File: src/rtl/sb_tx_scheduler_if.sv
// Bundles the requester-side and serializer-side signals of the sideband
// transmit scheduler. The scheduler uses the master modport; the environment uses slave.
interface sb_tx_scheduler_if #(
    parameter int NUM_REQ = 3,
    parameter int WIDTH   = 128,
    parameter int ID_W    = (NUM_REQ > 1) ? $clog2(NUM_REQ) : 1
);
    logic [NUM_REQ-1:0]       req_valid;
    logic [NUM_REQ*WIDTH-1:0] req_data;
    logic [NUM_REQ-1:0]       req_ready;
    logic [WIDTH-1:0]         ser_data;
    logic                     ser_valid;
    logic                     ser_ready;
    logic                     ser_done;
    logic [ID_W-1:0]          grant_id;
    logic                     busy;
    logic [15:0]              sent_count;

    modport master (
        input  req_valid, req_data, ser_ready, ser_done,
        output req_ready, ser_data, ser_valid, grant_id, busy, sent_count
    );

    modport slave (
        output req_valid, req_data, ser_ready, ser_done,
        input  req_ready, ser_data, ser_valid, grant_id, busy, sent_count
    );
endinterface

File: src/rtl/sb_tx_scheduler.sv
// Round-robin scheduler sharing one sideband serializer among NUM_REQ sources,
// with a post-completion idle gap before the next grant.
module sb_tx_scheduler #(
    parameter int NUM_REQ    = 3,
    parameter int WIDTH      = 128,
    parameter int GAP_CYCLES = 32,
    parameter int ID_W       = (NUM_REQ > 1) ? $clog2(NUM_REQ) : 1
) (
    input  logic               clk,
    input  logic               rst,
    sb_tx_scheduler_if.master  bus
);

    localparam int unsigned NREQ  = NUM_REQ;
    localparam int          CNT_W = (GAP_CYCLES > 0) ? $clog2(GAP_CYCLES + 1) : 1;
    localparam logic [CNT_W-1:0] GAP_LOAD = CNT_W'((GAP_CYCLES > 0) ? GAP_CYCLES - 1 : 0);
    localparam logic [ID_W-1:0]  LAST_ID  = ID_W'(NUM_REQ - 1);

    typedef enum logic [1:0] {
        IDLE,
        SEND,
        WAIT_DONE,
        GAP
    } state_t;

    state_t           state;
    state_t           state_nxt;
    logic [CNT_W-1:0] gap_cnt;
    logic [CNT_W-1:0] gap_cnt_nxt;
    logic [ID_W-1:0]  rr_ptr;
    logic [ID_W-1:0]  winner;
    logic             found;
    logic             accept;
    logic [NUM_REQ-1:0] req_ready_c;
    logic [WIDTH-1:0] ser_data_q;
    logic [ID_W-1:0]  grant_id_q;
    logic [15:0]      sent_count_q;

    // Scan rr_ptr, rr_ptr+1, ... modulo NUM_REQ; first valid requester wins.
    always_comb begin
        int unsigned idx;
        logic [ID_W-1:0] idx_id;
        winner = '0;
        found  = 1'b0;
        idx    = 0;
        idx_id = '0;
        for (int unsigned k = 0; k < NREQ; k++) begin
            idx = 32'(rr_ptr) + k;
            if (idx >= NREQ) begin
                idx = idx - NREQ;
            end
            idx_id = ID_W'(idx);
            if (!found && bus.req_valid[idx_id]) begin
                found  = 1'b1;
                winner = idx_id;
            end
        end
    end

    assign accept = (state == IDLE) && found;

    always_comb begin
        req_ready_c = '0;
        if (accept) begin
            req_ready_c[winner] = 1'b1;
        end
    end

    always_comb begin
        state_nxt   = state;
        gap_cnt_nxt = gap_cnt;
        case (state)
            IDLE: begin
                if (accept) begin
                    state_nxt = SEND;
                end
            end
            SEND: begin
                if (bus.ser_ready) begin
                    state_nxt = WAIT_DONE;
                end
            end
            WAIT_DONE: begin
                if (bus.ser_done) begin
                    if (GAP_CYCLES == 0) begin
                        state_nxt = IDLE;
                    end else begin
                        gap_cnt_nxt = GAP_LOAD;
                        state_nxt   = GAP;
                    end
                end
            end
            GAP: begin
                if (gap_cnt == '0) begin
                    state_nxt = IDLE;
                end else begin
                    gap_cnt_nxt = gap_cnt - 1'b1;
                end
            end
            default: begin
                state_nxt = IDLE;
            end
        endcase
    end

    always_ff @(posedge clk or posedge rst) begin
        if (rst) begin
            state   <= IDLE;
            gap_cnt <= '0;
        end else begin
            state   <= state_nxt;
            gap_cnt <= gap_cnt_nxt;
        end
    end

    always_ff @(posedge clk or posedge rst) begin
        if (rst) begin
            ser_data_q   <= '0;
            grant_id_q   <= '0;
            rr_ptr       <= '0;
            sent_count_q <= '0;
        end else begin
            if (accept) begin
                ser_data_q <= bus.req_data[winner*WIDTH +: WIDTH];
                grant_id_q <= winner;
                rr_ptr     <= (winner == LAST_ID) ? '0 : winner + 1'b1;
            end
            if ((state == WAIT_DONE) && bus.ser_done) begin
                sent_count_q <= sent_count_q + 16'd1;
            end
        end
    end

    assign bus.req_ready  = req_ready_c;
    assign bus.ser_data   = ser_data_q;
    assign bus.ser_valid  = (state == SEND);
    assign bus.grant_id   = grant_id_q;
    assign bus.busy       = (state != IDLE);
    assign bus.sent_count = sent_count_q;

endmodule

File: src/flat_wrapper.sv
// flat-port wrapper written by rule: the top's interface ports become plain ports
module sb_tx_scheduler_flat 
#(
    parameter int NUM_REQ    = 3,
    parameter int WIDTH      = 128,
    parameter int GAP_CYCLES = 32,
    parameter int ID_W       = (NUM_REQ > 1) ? $clog2(NUM_REQ) : 1
)
  (clk, rst, bus_req_valid, bus_req_data, bus_ser_ready, bus_ser_done, bus_req_ready, bus_ser_data, bus_ser_valid, bus_grant_id, bus_busy, bus_sent_count);
  sb_tx_scheduler_if #(.NUM_REQ(NUM_REQ), .WIDTH(WIDTH), .ID_W(ID_W)) bus_i ();
  input  logic clk;
  input  logic rst;
  input wire logic [$bits(bus_i.req_valid)-1:0] bus_req_valid;
  input wire logic [$bits(bus_i.req_data)-1:0] bus_req_data;
  input wire logic [$bits(bus_i.ser_ready)-1:0] bus_ser_ready;
  input wire logic [$bits(bus_i.ser_done)-1:0] bus_ser_done;
  output wire logic [$bits(bus_i.req_ready)-1:0] bus_req_ready;
  output wire logic [$bits(bus_i.ser_data)-1:0] bus_ser_data;
  output wire logic [$bits(bus_i.ser_valid)-1:0] bus_ser_valid;
  output wire logic [$bits(bus_i.grant_id)-1:0] bus_grant_id;
  output wire logic [$bits(bus_i.busy)-1:0] bus_busy;
  output wire logic [$bits(bus_i.sent_count)-1:0] bus_sent_count;
  assign bus_i.req_valid = bus_req_valid;
  assign bus_i.req_data = bus_req_data;
  assign bus_i.ser_ready = bus_ser_ready;
  assign bus_i.ser_done = bus_ser_done;
  assign bus_req_ready = bus_i.req_ready;
  assign bus_ser_data = bus_i.ser_data;
  assign bus_ser_valid = bus_i.ser_valid;
  assign bus_grant_id = bus_i.grant_id;
  assign bus_busy = bus_i.busy;
  assign bus_sent_count = bus_i.sent_count;
  sb_tx_scheduler #(.NUM_REQ(NUM_REQ), .WIDTH(WIDTH), .GAP_CYCLES(GAP_CYCLES), .ID_W(ID_W)) u_core (.clk(clk), .rst(rst), .bus(bus_i));
endmodule
File: config.mk
export PLATFORM = sky130hd
export DESIGN_NAME = sb_tx_scheduler_flat
export DESIGN_NICKNAME = d
export VERILOG_FILES = /design/src/rtl/sb_tx_scheduler_if.sv /design/src/rtl/sb_tx_scheduler.sv /design/src/flat_wrapper.sv
export SDC_FILE = /design/constraint.sdc
export NUM_CORES = 1
export LEC_CHECK = 0
export CAP_MARGIN = 10
export CORE_AREA = 2 2 209 211
export DETAILED_ROUTE_END_ITERATION = 10
export DIE_AREA = 0 0 211 213
export GPL_ROUTABILITY_DRIVEN = 1
export PLACE_DENSITY = 0.47
export SLEW_MARGIN = 25
export SYNTH_ARGS = -nofsm -noshare
export SYNTH_HDL_FRONTEND = slang
export SYNTH_SLANG_ARGS = --single-unit
File: constraint.sdc
create_clock -name clk -period 9.3 [get_ports clk]
set_input_delay 0.93 -clock clk [delete_from_list [all_inputs] [get_ports clk]]
set_output_delay 0.93 -clock clk [all_outputs]
set_load 0.05 [all_outputs]
==> results of run 1 <==
[final cells by class]
type | instances | area, um2 | share of cell area, %
Multi-Input combinational cell | 630 | 4630 | 30.1
Clock inverter | 13 | 140 | 0.911
Antenna cell | 1 | 2.50 | 0.0163
Timing Repair Buffer | 553 | 5520 | 35.9
Sequential cell | 156 | 3900 | 25.4
Inverter | 13 | 53.8 | 0.350
Clock buffer | 19 | 443 | 2.88
Tap cell | 546 | 683 | 4.44
[placed cells by master, fill, tap and decap left out, drive strengths merged, types with 10 or more instances in the layout]
| cell type | netlist | final |
|---|---|---|
| buf | 62 | 12 |
| clkbuf | 25 | 19 |
| clkdlybuf4s50 | 0 | 541 |
| dfrtp | 156 | 156 |
| ha | 11 | 11 |
| inv | 13 | 16 |
| mux2i | 133 | 133 |
| nand2 | 140 | 140 |
| nand3 | 10 | 10 |
| o211ai | 259 | 259 |
| xnor2 | 12 | 12 |
[power by group]
group | switching (mW) | total [mW] | internal [mW] | leakage, nW
sequential | 0.178 | 1.18 | 1.01 | 1.94
combinational | 2.53 | 3.86 | 1.32 | 4.16
clock | 0.316 | 0.720 | 0.404 | 0.276
[final timing paths]
check                                                        end                                  start  slack (ps)
min reg2reg                u_core.bus.sent_count[15]$_DFFE_PP0P_  u_core.bus.sent_count[15]$_DFFE_PP0P_         480
max in group asynchronous    u_core.bus.ser_data[69]$_DFFE_PP0P_                                    rst        7190
max reg2reg                  u_core.bus.ser_data[35]$_DFFE_PP0P_           u_core.rr_ptr[0]$_DFFE_PP0P_        5540
max                                             bus_req_ready[1]                       bus_req_valid[0]        3990
min                        u_core.bus.sent_count[15]$_DFFE_PP0P_  u_core.bus.sent_count[15]$_DFFE_PP0P_         480
min in group asynchronous    u_core.bus.ser_data[99]$_DFFE_PP0P_                                    rst         930
[flip-flops by register name, indices dropped and copies added (netlist names)]
register	cells
u_core.bus.ser_data	128
u_core.state	2
u_core.gap_cnt	6
u_core.bus.sent_count	16
u_core.bus.grant_id	2
u_core.rr_ptr	2
[cells in the mapped netlist (all sizes together), types with 2 or more instances]
library cell  count  area share (%)
nor3              4            0.22
nand2           140             5.8
o21ai             3            0.17
nor2              6            0.25
xor2              6            0.58
xnor2            12             1.2
nand3b            3            0.25
nor2b             3            0.21
nand3            10            0.61
o211ai          259              21
ha               11             1.5
inv              13            0.54
mux2              4            0.54
and3              5            0.35
a21o              2            0.17
nand4             2            0.14
mux2i           133              15
and4              2            0.19
buf              62             4.6
o31ai             2            0.32
dfrtp           156              43
nand2b            3            0.21
clkbuf           25             1.0
a21oi             3            0.17
[metal layers]
layer | wire length (um) | vias to the layer above | global-route usage, %
met5 | 0 | - | 0
met2 | 20500 | 343 | 30.4
li1 | - | 4304 | -
met1 | 16400 | 4314 | 20.8
met3 | 3140 | 26 | 5.10
met4 | 543 | 0 | 4.30
[metrics by stage]
| stage | setup WS [ps] | hold WS (ps) | cells | utilization (%) | total power [mW] |
|---|---|---|---|---|---|
| 6_report | 3990 | 480 | 1931 | 36.0 | 5.76 |
| 2_1_floorplan | 4160 | 480 | 886 | - | 3.86 |
| 5_1_grt | 3780 | 511 | 1931 | 36.0 | 6.12 |
| 4_1_cts | 3980 | 479 | 1930 | 36.0 | 5.86 |
| 3_5_place_dp | 3990 | 470 | 1898 | 34.6 | 5.12 |
| 3_3_place_gp | 4040 | 460 | 1898 | 34.6 | 5.09 |
[logic make-up after synthesis]
group,count (synthesis),synth area share (%)
XOR/XNOR,18,1.74
multiplexers,137,15.3
flip-flops,156,43.1
AND/OR/NAND/NOR,183,8.65
adder cells (fa/ha/maj),11,1.52
AO/OA/AOI/OAI,281,23.6
buffers and inverters,100,6.13
==> metrics.md, run 1 <==
| Metric | Value |
|---|---|
| Clk Tree Root Cell | `clkbuf_16` |
| Post-synthesis cell count | `886` |
| # nets final | `1773` |
| Number of remaining DRC errors | `0` |
| Final antenna-violating net count | `0` |
| Avg Synthesized Cell Area | `10.2 um2` |
| Max Root-Sink Buffers | `2` |
| Die Width | `211 um` |
| Most used flip-flop cell after synthesis | `dfrtp_1` |
| Initial Util | `21.2%` |
| Startpoint type of the worst setup path | `input pin` |
| Slowest CP cell | `clkdlybuf4s50_1` |
| Total of max-cap violations | `0` |
| Largest net degree at the start of global routing | `83` |
| Leak Pwr | `6.38 nW` |
| CP dominant cell by count | `clkdlybuf4s50_1` |
| Global-route wire length before repair | `58800 um` |
| Vias per cell | `4.65` |
| Critical Path End Type | `primary output` |
| Final Skew | `11.2 ps` |
| Cts repair resizes | `0` |
| Total congestion overflow | `0` |
| Final worst path period share | `57.1%` |
| Clock Sinks | `156` |
| Max Fclk | `188 MHz` |
| Site Rows | `76` |
| Worst-margin pin slew | `989 ps` |
| Layout cells sized above 1 | `4.05%` |
| H-tree depth | `4` |
| RSZ-0062 raised after global routing | `false` |
| Fillcell total | `4377` |
| CTS tree | `built` |
| Core area | `0.0427 mm2` |
| Status | `finished clean` |
| Post-Syn Area | `0.00906 mm2` |
| Syn Nets | `1288` |
| Worst-skew pair later-pin latency | `450 ps` |
| All-Layer GR Usage | `17.3%` |
| Final WL | `40600 um` |
| Setup TNS | `0 ps` |
| IO buf count | `541` |
| Worst-path clk slew | `70 ps` |
| WHS Path Cells | `1` |
| Worst vdd ir | `0.221 mV` |
| Hold-fix buffers, CTS | `0` |
| Crit path buf inv count | `2` |
| Minimum clock period after layout | `5310 ps` |
| Seq/Total Area, Yosys | `43.1%` |
| Post-DP HPWL | `29500 um` |
| Critical path, cell by cell | `clkdlybuf4s50_1 -> mux2_4 -> a21bo_4 -> o221ai_1 -> nand3_4 -> nor2_1 -> clkdlybuf4s50_1` |
| Final Hold Vio Count | `0` |
| Chip Height | `213 um` |
| Vias in the first global route | `9168` |
| Crit path kind | `input pin to primary output` |
| Per-cell routed wire length | `21.0 um` |
| Crit path max-delay family | `buffers and inverters` |
| Area delta synth->final | `69.8%` |
| IO Pins | `542` |
| Max transition margin | `34.1%` |
| CP peak stage delay | `840 ps` |
| Final setup fails | `0` |
| Post-route cell area | `0.0154 mm2` |
| PwrDens | `375 mW/mm2` |
| CP required | `8370 ps` |
| CP Max Fanout | `65` |
| YS warnings | `0` |
| TritonCTS buffer count | `17` |
| Synth Register Bits | `156` |
| Die ar. | `0.0449 mm2` |
| Final Wtd Congestion | `0.825` |
| Initial antenna violation count | `1` |
| Pins Over Slew Limit | `0` |
| Asr flop ratio synth | `100%` |
| Dpl cell area | `0.0148 mm2` |
| Unique cell type count in the Yosys netlist | `48` |
| Hold Path Class | `flip-flop to flip-flop` |
| Logic depth of the worst path, buffers included | `7` |
| Router iterations before antenna repair | `5` |
| Worst-case reg-to-reg path depth | `7` |
| Setup bufs post-CTS | `0` |
| Via count | `8987` |
| DRT iter0 DRCs | `386` |
| Number of synthesized flops with an enable pin | `0` |
| CP arrival | `4380 ps` |
Power figures use the tool's default switching activity.
==> run 2: changes to the inputs <==
--- a/config.mk
+++ b/config.mk
@@ -6,9 +6,9 @@
 export NUM_CORES = 1
 export LEC_CHECK = 0
 export CAP_MARGIN = 10
-export CORE_AREA = 2 2 209 211
+export CORE_AREA = 2 2 213 215
 export DETAILED_ROUTE_END_ITERATION = 10
-export DIE_AREA = 0 0 211 213
+export DIE_AREA = 0 0 215 217
 export GPL_ROUTABILITY_DRIVEN = 1
 export PLACE_DENSITY = 0.47
 export SLEW_MARGIN = 25
==> constraint.sdc (replaced) <==
create_clock -name clk -period 4.5 [get_ports clk]
set_input_delay 0.45 -clock clk [delete_from_list [all_inputs] [get_ports clk]]
set_output_delay 0.45 -clock clk [all_outputs]
set_load 0.05 [all_outputs]
==> run 2 against run 1 <==
  * Worst setup slack lost 3300 ps
  * Final cell count grew 3.1%
  * Cell area grew 1.9%
  * Combinational power grew 110%
  * Via count grew 0.55%
  * Non-clock buffer count grew 6
  * Largest cell class unchanged
  * Worst hold slack lost 35 ps
  * Critical path type is now flip-flop to primary output
  * Clock power grew 120%
  * Critical path depth grew 1
  * Utilization shrank 0.96 points
  * Sequential power grew 110%
==> metrics.md, run 2 (synthesis gave the netlist of run 1 again) <==
| Metric | Value |
|---|---|
| Commonest non-fill, non-tap cell in the layout | `clkdlybuf4s50_1` |
| Max Root-Sink Buffers | `2 (unchanged)` |
| Final worst path period share | `84.9%` |
| Minimum clock period after layout | `3820 ps` |
| Clock Sinks | `156 (unchanged)` |
| Register area | `0.00390 mm2 (unchanged)` |
| TritonCTS buffer count | `17 (unchanged)` |
| Max transition margin | `35.1% (+1.1 points)` |
| Final Hold Vio Count | `0 (unchanged)` |
| All-Layer GR Usage | `16.7% (-0.60 points)` |
| Final setup fails | `0 (unchanged)` |
| Worst-margin pin slew | `973 ps (-15.9 ps)` |
| Global-route wire length before repair | `60100 um (+2.1%)` |
| CP Max Fanout | `7 (-89%)` |
| Hold-fix buffers, CTS | `0 (unchanged)` |
| CTS tree | `built` |
| DRT iter0 DRCs | `346 (-10%)` |
| CP required | `4050 ps (-4320 ps)` |
| Max reg flops | `128 (unchanged)` |
| Final WL | `39800 um (-2.1%)` |
| Vias in the first global route | `9300 (+1.4%)` |
| Site Rows | `78 (+2.6%)` |
| Critical path, cell by cell | `inv_1 -> ha_1 -> mux2i_1 -> mux2_2 -> mux2i_4 -> nand2_1 -> a21oi_1 -> clkdlybuf4s50_1` |
| CP arrival | `3370 ps (-1010 ps)` |
| Router iterations before antenna repair | `4 (-1)` |
| Crit path kind | `flip-flop to primary output` |
| Cts repair resizes | `0 (unchanged)` |
| Core area | `0.0447 mm2 (+4.7%)` |
| Total of max-cap violations | `0 (unchanged)` |
| Setup WS post-layout | `682 ps (-3300 ps)` |
| Crit path buf inv count | `2 (unchanged)` |
| Final Wtd Congestion | `0.803 (-2.7%)` |
| CP peak stage delay | `880 ps (+40 ps)` |
| IO buf count | `541 (unchanged)` |
| Most frequent cells in the layout | `clkdlybuf4s50_1, o211ai_1, dfrtp_1` |
| Vias per cell | `4.54 (-2.4%)` |
| Final antenna-violating net count | `0 (unchanged)` |
| Critical Path Start | `u_core.rr_ptr[1]$_DFFE_PP0P_` |
| Startpoint type of the worst setup path | `flip-flop` |
| Number of remaining DRC errors | `0 (unchanged)` |
| Pins Over Slew Limit | `0 (unchanged)` |
| Multi-input gate area | `0.00463 mm2 (unchanged)` |
| Setup TNS | `0 ps (unchanged)` |
| IO Pins | `542 (unchanged)` |
| Slowest CP cell | `clkdlybuf4s50_1` |
| Setup bufs post-CTS | `0 (unchanged)` |
| Hold Path Class | `input pin to asynchronous set/reset pin` |
| Critical Path End Type | `primary output` |
| Crit path max-delay family | `buffers and inverters` |
| Post-DP HPWL | `28800 um (-2.3%)` |
| Die Width | `215 um (+1.9%)` |
| Max Fclk | `262 MHz` |
| Die ar. | `0.0467 mm2 (+3.8%)` |
| Status | `finished clean` |
| Total power | `12.1 mW (+110%)` |
| Leak Pwr | `6.48 nW (+1.7%)` |
| Worst-path clk slew | `60 ps (about the same)` |
| PwrDens | `774 mW/mm2 (+110%)` |
| Utilization after layout | `35.1% (-0.96 points)` |
| RR Startpoint | `u_core.rr_ptr[1]$_DFFE_PP0P_` |
| Final Skew | `9.87 ps (-1.33 ps)` |
| Clk Tree Root Cell | `clkbuf_16` |
| Layout cells sized above 1 | `4.39% (+0.35 points)` |
| Chip Height | `217 um (+1.9%)` |
| Area delta synth->final | `73.0%` |
| Pre-CTS WS | `1040 ps (-2950 ps)` |
| Fillcell total | `4590 (+4.9%)` |
| Worst vdd ir | `0.384 mV (+74%)` |
| Initial antenna violation count | `2 (+1)` |
| Per-cell routed wire length | `20.0 um (-5.0%)` |
| Largest net degree at the start of global routing | `130 (+57%)` |
| H-tree depth | `4 (unchanged)` |
| Total congestion overflow | `0 (unchanged)` |
| Worst-skew pair later-pin latency | `450 ps (about the same)` |
| RSZ-0062 raised after global routing | `false` |
| Initial Util | `20.3% (-0.95 points)` |
| Via count | `9036 (+0.55%)` |
| # nets final | `1779 (+0.34%)` |
run 2: cell count changes in the layout (fill, tap and decap cells not counted), sizes merged:
| cell | previous run | this run |
|---|---|---|
| inv | 16 | 12 |
| buf | 12 | 20 |
| clkbuf | 19 | 25 |
| clkinvlp | 4 | 2 |
| clkinv | 4 | 2 |
| bufinv | 2 | 3 |
| clkdlybuf4s50 | 541 | 539 |
run 2: worst paths after layout:
| check | end | slack [ps] | cells past startpoint |
|---|---|---|---|
| min in group clk | u_core.bus.sent_count[15]$_DFFE_PP0P_ | 480 | 1 |
| worst min-delay path | u_core.bus.ser_data[80]$_DFFE_PP0P_ | 440 | 3 |
| max in group asynchronous | u_core.bus.ser_data[38]$_DFFE_PP0P_ | 3480 | 4 |
| worst max-delay path | bus_req_ready[2] | 680 | 8 |
| worst max register to register | u_core.bus.ser_data[114]$_DFFE_PP0P_ | 1200 | 9 |
| worst min register to register | u_core.bus.sent_count[15]$_DFFE_PP0P_ | 480 | 1 |
run 2: stage by stage:
| step | cells | cell area (um2) | hold slack [ps] |
|---|---|---|---|
| after floorplan | 886 | 9060 | 480 |
| after global placement | 1957 | 15000 | 463 |
| after detailed placement | 1957 | 15000 | 468 |
| after CTS | 1988 | 15600 | 481 |
| after global routing | 1990 | 15700 | 474 |
| final | 1990 | 15700 | 445 |
run 2: cell type report:
type                       instances  area share, %
antenna                            1         0.0160
clock buffer                      25           3.23
clock inverter                     6          0.687
inverter                          13          0.335
multi-input combinational        630           29.6
sequential                       156           24.9
tap                              600           4.79
timing repair buffer             559           36.5
run 2: worst register-to-register path, stage by stage, from the launching register on:
cell      delay [ps]
dfrtp_1          410
inv_1             90
ha_1             350
mux2_4           360
a21bo_4          260
o31a_2           350
buf_4            310
nand3_4          190
buf_12           480
o211ai_1         340
run 2: report_power, final:
part           switching [mW]  leakage (nW)  internal (mW)  total [mW]
Sequential              0.388          1.94           2.08        2.47
Combinational            5.19          4.25           2.91        8.10
Clock                   0.619         0.299          0.943        1.56
run 2: per-layer routing:
layer  vias to the layer above  share of wire [%]  track usage (%)
met1                      4355                 42             20.3
met4                         2                1.4             4.80
met3                        25                6.0             4.37
met2                       337                 51             29.3
li1                       4317                  -                -
met5                         -              0.040                0
==> run 3: changes to the inputs <==
==> constraint.sdc (replaced) <==
create_clock -name clk -period 3.5 [get_ports clk]
set_input_delay 0.35 -clock clk [delete_from_list [all_inputs] [get_ports clk]]
set_output_delay 0.35 -clock clk [all_outputs]
set_load 0.05 [all_outputs]
==> run 3 against run 2 <==
  * Combinational power is 31% higher
  * Register-to-register slack worse by 620 ps
  * Power is 30% higher
  * Clock skew is 2.2 ps lower
  * Worst hold slack worse by 160 ps
  * Clock power is 31% higher
  * Clock-buffer cell count is 5 lower
  * Sequential share of layout area is 0.23 points lower
  * Die area stayed put
  * Critical path depth stayed put
  * Final cell count is 0.60% higher
  * Sequential cell count stayed put
==> metrics.md, run 3 (synthesis gave the netlist of run 1 again) <==
| Metric | Value |
|---|---|
| Final std cells w/o fill | `2002 (+0.60%)` |
| Global-route wire length before repair | `61300 um (+2.1%)` |
| Worst-skew pair later-pin latency | `460 ps (about the same)` |
| DRT iter0 DRCs | `536 (+55%)` |
| Router iterations before antenna repair | `5 (+1)` |
| Max reg flops | `128 (unchanged)` |
| Leak Pwr | `6.55 nW (+1.0%)` |
| Status | `finished clean` |
| Area delta synth->final | `74.6%` |
| Clock Sinks | `156 (unchanged)` |
| Crit path kind | `flip-flop to primary output` |
| Utilization after layout | `35.4% (+0.32 points)` |
| Clk Tree Root Cell | `clkbuf_16` |
| Hold Path Class | `input pin to asynchronous set/reset pin` |
| Post-route cell area | `0.0158 mm2 (+0.92%)` |
| RSZ-0062 raised after global routing | `false` |
| Pins Over Slew Limit | `0 (unchanged)` |
| Max Fclk | `304 MHz` |
| # nets final | `1791 (+0.67%)` |
| Fillcell total | `4633 (+0.94%)` |
| Reg2reg setup slack | `580 ps (-620 ps)` |
| Final Skew | `7.66 ps (-2.21 ps)` |
| Chip Height | `217 um (unchanged)` |
| Dpl cell area | `0.0152 mm2 (+1.0%)` |
| CP Max Fanout | `35 (+28)` |
| CP arrival | `2940 ps (-430 ps)` |
| Minimum clock period after layout | `3290 ps` |
| Total of max-cap violations | `0 (unchanged)` |
| TritonCTS buffer count | `17 (unchanged)` |
| Core area | `0.0447 mm2 (unchanged)` |
| Post-DP HPWL | `30400 um (+5.5%)` |
| Layout cells sized above 1 | `5.42% (+1.0 points)` |
| Inst Count DP | `1969 (+0.61%)` |
| CP required | `3150 ps (-900 ps)` |
| Initial Util | `20.3% (unchanged)` |
| Worst-path clk slew | `70 ps (about the same)` |
| Final worst path period share | `94.0%` |
| Cts repair resizes | `0 (unchanged)` |
| H-tree depth | `4 (unchanged)` |
| All-Layer GR Usage | `17.2% (+0.50 points)` |
| Setup bufs post-CTS | `0 (unchanged)` |
| Register area | `0.00390 mm2 (unchanged)` |
| Site Rows | `78 (unchanged)` |
| Vias per cell | `4.59 (+1.0%)` |
| Final Hold Vio Count | `0 (unchanged)` |
| Diode count | `0 (-1)` |
| Die ar. | `0.0467 mm2 (unchanged)` |
| Worst-margin pin slew | `752 ps (-221 ps)` |
| Startpoint type of the worst setup path | `flip-flop` |
| IO Pins | `542 (unchanged)` |
| Via count | `9181 (+1.6%)` |
| Setup TNS | `0 ps (unchanged)` |
| Final WL | `41400 um (+4.2%)` |
| Hold-fix buffers, CTS | `0 (unchanged)` |
| Commonest non-fill, non-tap cell in the layout | `clkdlybuf4s50_1` |
| Die Width | `215 um (unchanged)` |
| Most frequent cells in the layout | `clkdlybuf4s50_1, o211ai_1, dfrtp_1` |
| IO buf count | `541 (unchanged)` |
| Number of remaining DRC errors | `0 (unchanged)` |
| Final antenna-violating net count | `0 (unchanged)` |
| Final Wtd Congestion | `0.820 (+2.1%)` |
| Worst vdd ir | `0.552 mV (+44%)` |
| Vias in the first global route | `9447 (+1.6%)` |
| Multi-input gate area | `0.00463 mm2 (unchanged)` |
| Final setup fails | `0 (unchanged)` |
| Largest net degree at the start of global routing | `78 (-40%)` |
| Critical Path End Type | `primary output` |
| Per-cell routed wire length | `20.7 um (+3.5%)` |
| Max transition margin | `49.9% (+15 points)` |
| Max Root-Sink Buffers | `2 (unchanged)` |
| PwrDens | `1000 mW/mm2 (+29%)` |
| CTS tree | `built` |
| Initial antenna violation count | `1 (-1)` |
| Total congestion overflow | `0 (unchanged)` |
-- run 3: cell type report --
class,instances,share of cell area (%)
flip-flops and latches,156,24.7
inverters,13,0.332
clock buffers,20,2.82
multi-input cells,630,29.3
well taps,600,4.75
clock inverters,12,1.08
repair buffers,571,37.0
-- run 3: critical path: stages, from the launching register on --
cell      delay (ps)
dfrtp_1          410
inv_1             90
ha_1             370
mux2_4           360
o311ai_1         440
mux2i_4          180
buf_12           210
nor2_1           230
buf_12           170
-- run 3: path summary, 6_finish.rpt --
path | to | startpoint | cells after the start
setup reg to reg | u_core.bus.ser_data[8]$_DFFE_PP0P_ | u_core.rr_ptr[1]$_DFFE_PP0P_ | 9
hold reg to reg | u_core.bus.sent_count[15]$_DFFE_PP0P_ | u_core.bus.sent_count[15]$_DFFE_PP0P_ | 1
setup / recovery | bus_req_ready[1] | u_core.rr_ptr[1]$_DFFE_PP0P_ | 8
max in group asynchronous | u_core.bus.sent_count[3]$_DFFE_PP0P_ | rst | 4
hold / removal | u_core.bus.ser_data[94]$_DFFE_PP0P_ | rst | 2
min in group clk | u_core.bus.sent_count[15]$_DFFE_PP0P_ | u_core.bus.sent_count[15]$_DFFE_PP0P_ | 1
-- run 3: layer usage --
| layer | global-route usage (%) | wire length (um) |
|---|---|---|
| met3 | 4.37 | 2500 |
| met4 | 5.54 | 788 |
| met5 | 0 | 13 |
| met2 | 29.6 | 20700 |
| met1 | 21.1 | 17400 |
-- run 3: power breakdown --
| part | leakage (nW) | total [mW] | switching, mW | internal [mW] |
|---|---|---|---|---|
| combinational | 4.32 | 10.6 | 6.77 | 3.85 |
| sequential | 1.94 | 3.16 | 0.491 | 2.67 |
| clock | 0.292 | 2.05 | 0.844 | 1.21 |
| total | 6.55 | 15.8 | 8.11 | 7.72 |
-- run 3: stage by stage --
step / power (mW) / hold WS, ps / worst slack [ps]
floorplan: 10.3 / 480 / 463
global placement: 13.8 / 464 / 696
detailed placement: 13.9 / 469 / 588
CTS: 16.0 / 475 / 156
global route: 16.7 / 287 / 76.8
finish: 15.8 / 283 / 210
